===== config.mk =====
export PLATFORM = sky130hd
export DESIGN_NAME = neopixel_strip_driver
export DESIGN_NICKNAME = d
export VERILOG_FILES = /design/src/rtl/neopixel_strip_driver.sv
export SDC_FILE = /design/constraint.sdc
export NUM_CORES = 1
export LEC_CHECK = 0
export ABC_AREA = 1
export BUFFER_PORTS_ARGS = -buffer_cell sky130_fd_sc_hd__buf_2
export CAP_MARGIN = 5
export CORE_ASPECT_RATIO = 0.75
export CORE_MARGIN = 4
export CORE_UTILIZATION = 35
export DETAILED_ROUTE_END_ITERATION = 8
export MAX_ROUTING_LAYER = met4
export SLEW_MARGIN = 20
export SYNTH_ARGS = -nofsm -noshare
export SYNTH_HDL_FRONTEND = slang
export SYNTH_SLANG_ARGS = --single-unit

===== constraint.sdc =====
create_clock -name CLOCK_50 -period 2.65 [get_ports CLOCK_50]
set_clock_uncertainty 0.15 [all_clocks]
set_input_delay 0.265 -clock CLOCK_50 [delete_from_list [all_inputs] [get_ports CLOCK_50]]
set_output_delay 0.265 -clock CLOCK_50 [all_outputs]
set_load 0.01 [all_outputs]

===== src/rtl/neopixel_strip_driver.sv =====
`default_nettype none
// ============================================================================
// Module   : neopixel_strip_driver
// Purpose  : NUM_PIXELS x 24-bit frame buffer streamed to a WS2812 strip in
//            GRB order, MSB first, followed by a latch period.
//            Optional build macro NEOPIX_BRIGHTNESS_EN adds a brightness input.
// Revision : 1.0 - initial release
// ============================================================================
module neopixel_strip_driver #(
   parameter int NUM_PIXELS = 8,
   parameter int T0H_CYC    = 20,
   parameter int T1H_CYC    = 40,
   parameter int BIT_CYC    = 63,
   parameter int LATCH_CYC  = 2500
) (
   input  logic                          CLOCK_50,
   input  logic                          reset,
   input  logic [$clog2(NUM_PIXELS)-1:0] pixel,
   input  logic [7:0]                    red,
   input  logic [7:0]                    green,
   input  logic [7:0]                    blue,
   input  logic                          load,
   input  logic                          go,
`ifdef NEOPIX_BRIGHTNESS_EN
   input  logic [7:0]                    brightness,
`endif
   output logic                          ready,
   output logic                          neopixel_data
);

   localparam int PIX_W     = $clog2(NUM_PIXELS);
   localparam int c_MAX_CYC = (BIT_CYC > LATCH_CYC) ? BIT_CYC : LATCH_CYC;
   localparam int TMR_W     = $clog2(c_MAX_CYC + 1);

   localparam logic [1:0] c_IDLE  = 2'd0;
   localparam logic [1:0] c_HIGH  = 2'd1;
   localparam logic [1:0] c_LOW   = 2'd2;
   localparam logic [1:0] c_LATCH = 2'd3;

   localparam logic [TMR_W-1:0] c_T0H_END   = TMR_W'(T0H_CYC - 1);
   localparam logic [TMR_W-1:0] c_T1H_END   = TMR_W'(T1H_CYC - 1);
   localparam logic [TMR_W-1:0] c_BIT_END   = TMR_W'(BIT_CYC - 1);
   localparam logic [TMR_W-1:0] c_LATCH_END = TMR_W'(LATCH_CYC - 1);
   localparam logic [PIX_W-1:0] c_LAST_PIX  = PIX_W'(NUM_PIXELS - 1);
   localparam logic [4:0]       c_TOP_BIT   = 5'd23;

   logic [23:0]      r_buf [NUM_PIXELS];
   logic [1:0]       r_state;
   logic [1:0]       w_state_nxt;
   logic [TMR_W-1:0] r_tmr;
   logic [PIX_W-1:0] r_pix_cnt;
   logic [4:0]       r_bit_cnt;
   logic             r_data;
   logic             r_ready;

   logic             w_in_range;
   logic [23:0]      w_grb;
   logic [23:0]      w_tx_grb;
   logic             w_tx_bit;
   logic [TMR_W-1:0] w_high_end;
   logic             w_bit_end;
   logic             w_last_bit;
   logic             w_pix_adv;

   // A power-of-two strip cannot be addressed out of range.
   generate
      if (NUM_PIXELS == (1 << PIX_W)) begin : g_full_range
         assign w_in_range = 1'b1;
      end else begin : g_partial_range
         assign w_in_range = (int'(pixel) < NUM_PIXELS);
      end
   endgenerate

   always_ff @(posedge CLOCK_50) begin
      if (reset) begin
         for (int i = 0; i < NUM_PIXELS; i++) begin
            r_buf[i] <= '0;
         end
      end else if (r_state == c_IDLE && load && w_in_range) begin
         r_buf[pixel] <= {green, red, blue};
      end
   end

   assign w_grb      = r_buf[r_pix_cnt];
   assign w_tx_bit   = w_tx_grb[r_bit_cnt];
   assign w_high_end = w_tx_bit ? c_T1H_END : c_T0H_END;
   assign w_bit_end  = (r_tmr == c_BIT_END);
   assign w_last_bit = (r_bit_cnt == 5'd0) && (r_pix_cnt == c_LAST_PIX);
   assign w_pix_adv  = (r_state == c_LOW) && w_bit_end && (r_bit_cnt == 5'd0)
                       && (r_pix_cnt != c_LAST_PIX);

`ifdef NEOPIX_BRIGHTNESS_EN
   logic [7:0] r_bright;

   function automatic logic [7:0] scale(input logic [7:0] c, input logic [7:0] b);
      logic [15:0] p;
      p = {8'd0, c} * ({8'd0, b} + 16'd1);
      return 8'(p >> 8);
   endfunction

   // Brightness is frozen for the duration of each pixel.
   always_ff @(posedge CLOCK_50) begin
      if (reset) begin
         r_bright <= 8'd0;
      end else if (r_state == c_IDLE || w_pix_adv) begin
         r_bright <= brightness;
      end
   end

   assign w_tx_grb = {scale(w_grb[23:16], r_bright),
                      scale(w_grb[15:8],  r_bright),
                      scale(w_grb[7:0],   r_bright)};
`else
   assign w_tx_grb = w_grb;
`endif

   always_comb begin
      w_state_nxt = r_state;
      case (r_state)
         c_IDLE:  if (go) w_state_nxt = c_HIGH;
         c_HIGH:  if (r_tmr == w_high_end) w_state_nxt = c_LOW;
         c_LOW:   if (w_bit_end) w_state_nxt = w_last_bit ? c_LATCH : c_HIGH;
         c_LATCH: if (r_tmr == c_LATCH_END) w_state_nxt = c_IDLE;
         default: w_state_nxt = c_IDLE;
      endcase
   end

   // The bit timer runs across HIGH and LOW so one compare ends the bit.
   always_ff @(posedge CLOCK_50) begin
      if (reset) begin
         r_state   <= c_IDLE;
         r_tmr     <= '0;
         r_pix_cnt <= '0;
         r_bit_cnt <= c_TOP_BIT;
         r_data    <= 1'b0;
         r_ready   <= 1'b1;
      end else begin
         r_state <= w_state_nxt;
         r_data  <= (w_state_nxt == c_HIGH);
         r_ready <= (w_state_nxt == c_IDLE);
         case (r_state)
            c_IDLE: begin
               r_tmr     <= '0;
               r_pix_cnt <= '0;
               r_bit_cnt <= c_TOP_BIT;
            end
            c_LOW: begin
               if (w_bit_end) begin
                  r_tmr <= '0;
                  if (r_bit_cnt != 5'd0) begin
                     r_bit_cnt <= r_bit_cnt - 5'd1;
                  end else if (r_pix_cnt != c_LAST_PIX) begin
                     r_pix_cnt <= r_pix_cnt + PIX_W'(1);
                     r_bit_cnt <= c_TOP_BIT;
                  end
               end else begin
                  r_tmr <= r_tmr + TMR_W'(1);
               end
            end
            default: r_tmr <= r_tmr + TMR_W'(1);
         endcase
      end
   end

   assign ready         = r_ready;
   assign neopixel_data = r_data;

endmodule
`default_nettype wire

==> results.md <==
- I/O Buffers: 32
- Vias per cell: 5.09
- # diodes: 0
- Most common cell in the netlist: nor2_1
- GRT Util Overall: 18.0%
- Fmax: 410 MHz
- Mapped Area: 9910 um^2
- Detail Route Antenna Nets: 0
- LEAKAGE: 4.65 nW
- #FFs+latches synth: 219
- Die H: 154 um
- Clk root buf: clkbuf_16
- Crit Path Max Fanout: 23
- Worst path required time: 2.90 ns
- Hold_ws: 0.0215 ns
- Initial antenna violation count: 0
- Largest net degree at the start of global routing: 54
- Worst-path clk slew: 0.06 ns
- Status: completed
- Slew headroom: 64.9%
- Hold crit path type: in2reg
- Slew @ Worst Pin: 0.521 ns
- P_sw: 0.00172 W
- Ports: 33
- CTS buffer count: 22
- PwrDens: 653 nW/um^2
- Die width: 202 um
- Startpoint Class: register
- Total routed wirelength: 28.5 mm
- Power Internal: 0.00579 W
- Synthesized instance count: 1036
- Clock sink total: 219
- Max-cap violations: 0
- Total number of vias: 7543
- Die area: 31100 um^2
- Drt drc: 0
- Final Hold Viols: 0
- Filler cells: 2800
- Crit share post-route: 92.0%
- Switch share: 22.9%
- Worst-Skew Late Latency: 0.51 ns
- PnR worst setup slack: 0.211 ns
- Endpoint type of the worst setup path: register
- Worst EP arrival: 2.69 ns
- Core ar.: 28000 um^2
- Cell Rows: 53
- Pre-CTS setup slack: 0.0794 ns
- Average size of a mapped cell: 9.56 um^2
- Remaining Overflow, GRT: 0
- Unique masters post-synth: 31
- Synth Flop Type: edfxtp_1
- Top cells by area, synth: edfxtp_1 58%, nor2_1 9.9%, nand2_1 7.2%
- FF-to-FF setup slack: 0.21 ns
- Synth async-reset ratio: 0%
- GPL Wtd Cong: 0.836
- Post-Syn Nets: 1072
- YS warnings: 0
- Global-route wire length before repair: 42.6 mm
- Final instance area: 11500 um^2
- HPWL after DPL: 16.2 mm
- Layout cells sized above 1: 10.2%
- Clk buf depth: 3
- Final Power: 0.00751 W
- Placed cell areas: 10600 um^2
- Initial core utilization: 35.4%
- Clock Power Share: 41.1%
- EDFF count, synth: 192
- Count of final setup violators: 0
- Area grow syn2layout: 16.1%
- Tmin final: 2.44 ns
- Nets: 1118
- CTS tree: yes
- VDD IR max: 0.000507 V
- Synth cell count leaders: 262 x nor2_1, 192 x edfxtp_1, 191 x nand2_1
- Drt initial violations: 1041
- Post-synth top area share: 58.2%
- Comb pwr share: 6.8%
- WL/cell: 19.2 um
- Slew Limit Fails: 0
- 1st-pass router iterations: 5
- H-Tree Depth: 1
- Cell taking the most area after synthesis: edfxtp_1
- Register area share after synthesis: 63.7%
- Part of the power in registers: 52.1%
- Vias in the first global route: 7140
- Critical path class: reg2reg
-- power by group through the flow --
stage	registers [W]	clock network (W)	logic, W
final	0.00391	0.00309	0.000512
after floorplan	0.00398	0	0.000279
after global placement	0.00398	0	0.000474
after detailed placement	0.00398	0	0.000478
after global routing	0.00392	0.00326	0.000564
after CTS	0.00391	0.00314	0.000483
-- per-stage QoR --
| step | TNS, ns | util, % | std cells |
|---|---|---|---|
| 6_report | 0 | 41.1 | 1482 |
| 5_1_grt | -0.00413 | 41.1 | 1482 |
| 4_1_cts | 0 | 40.5 | 1476 |
| 3_5_place_dp | 0 | 38.0 | 1434 |
| 3_3_place_gp | 0 | 38.0 | 1434 |
| 2_1_floorplan | 0 | - | 1036 |
-- layout by cell type, fill, tap and decap left out --
cell and count:
nand3_1 143, a31oi_1 2, o21ai_0 31, a21oi_1 8, buf_16 2, buf_4 29
dfxtp_2 1, nor3b_1 2, edfxtp_1 192, clkbuf_1 3, nor3_1 6, dfxtp_4 1
nand2_2 2, o21ai_1 8, clkinv_2 5, o311ai_0 1, a21oi_2 1, o211a_1 1
buf_2 32, clkinv_1 7, xnor2_1 1, inv_4 1, dlygate4sd3_1 3, inv_6 1
bufinv_16 2, o211ai_1 18, or2_2 1, and3_1 1, clkbuf_16 28, xor2_1 5
nor2_1 262, nor4_1 2, inv_1 65, nand2_1 191, ha_1 5, nand4_1 3
dfxtp_1 25, buf_12 6
-- metal layers --
layer | track usage, % | routed length [um]
met5 | - | 0
met4 | 3.97 | 597
met3 | 2.15 | 2700
met2 | 25.0 | 11700
met1 | 28.3 | 13400
-- state kept, by name, indices dropped and copies added, names as in the netlist, named ones only --
register,cells
neopixel_data,1
r_bit_cnt,5
r_buf,192
r_pix_cnt,3
r_state,2
r_tmr,12
ready,1
-- final timing paths --
kind / from / endpoint / cells after the start
setup / recovery: register / ready / 17
hold / removal: red[1] / r_buf[5][9] / 3
setup reg to reg: register / ready / 17
hold reg to reg: r_tmr[0] / r_tmr[0] / 1
-- critical path, stage by stage, from the launching register on --
cell       delay [ns]
dfxtp_4          0.40
inv_6            0.17
clkbuf_16        0.23
nor2_1           0.06
o211ai_1         0.18
nand3_1          0.17
nand3_1          0.11
nand3_1          0.08
nand2_1          0.13
nand2_1          0.09
nand2_1          0.10
nand2_1          0.07
nand2_2          0.08
nand3_1          0.07
nand2_1          0.06
nand2_1          0.06
nand2_1          0.08
inv_1            0.04
-- area by class of cell --
class	instances	area, um^2	area share (%)
Clock inverter	13	108	0.936
Inverter	68	263	2.28
Clock buffer	26	587	5.10
Timing Repair Buffer	77	708	6.16
Multi-Input combinational cell	694	3040	26.5
Sequential cell	219	6310	54.9
Tap cell	385	482	4.19
-- kinds of logic after synthesis --
kind of cell               synth area share (%)
and+or+nand+nor                            25.4
xor gates and xnor gates                  0.530
AOI/OAI and AO/OA                          4.14
adders and majority gates                 0.631
buffers and inverters                      5.63
DFF                                        63.7
-- what timing repair did --
action | 4_1_cts | 5_1_grt
hold buffers | 3 | 0
setup endpoints to repair | 0 | 4
buffers inserted | 0 | 1
hold endpoints to repair | 9 | 0
gates resized for setup | 0 | 7
No activity file was read; power rests on OpenSTA's default activity.
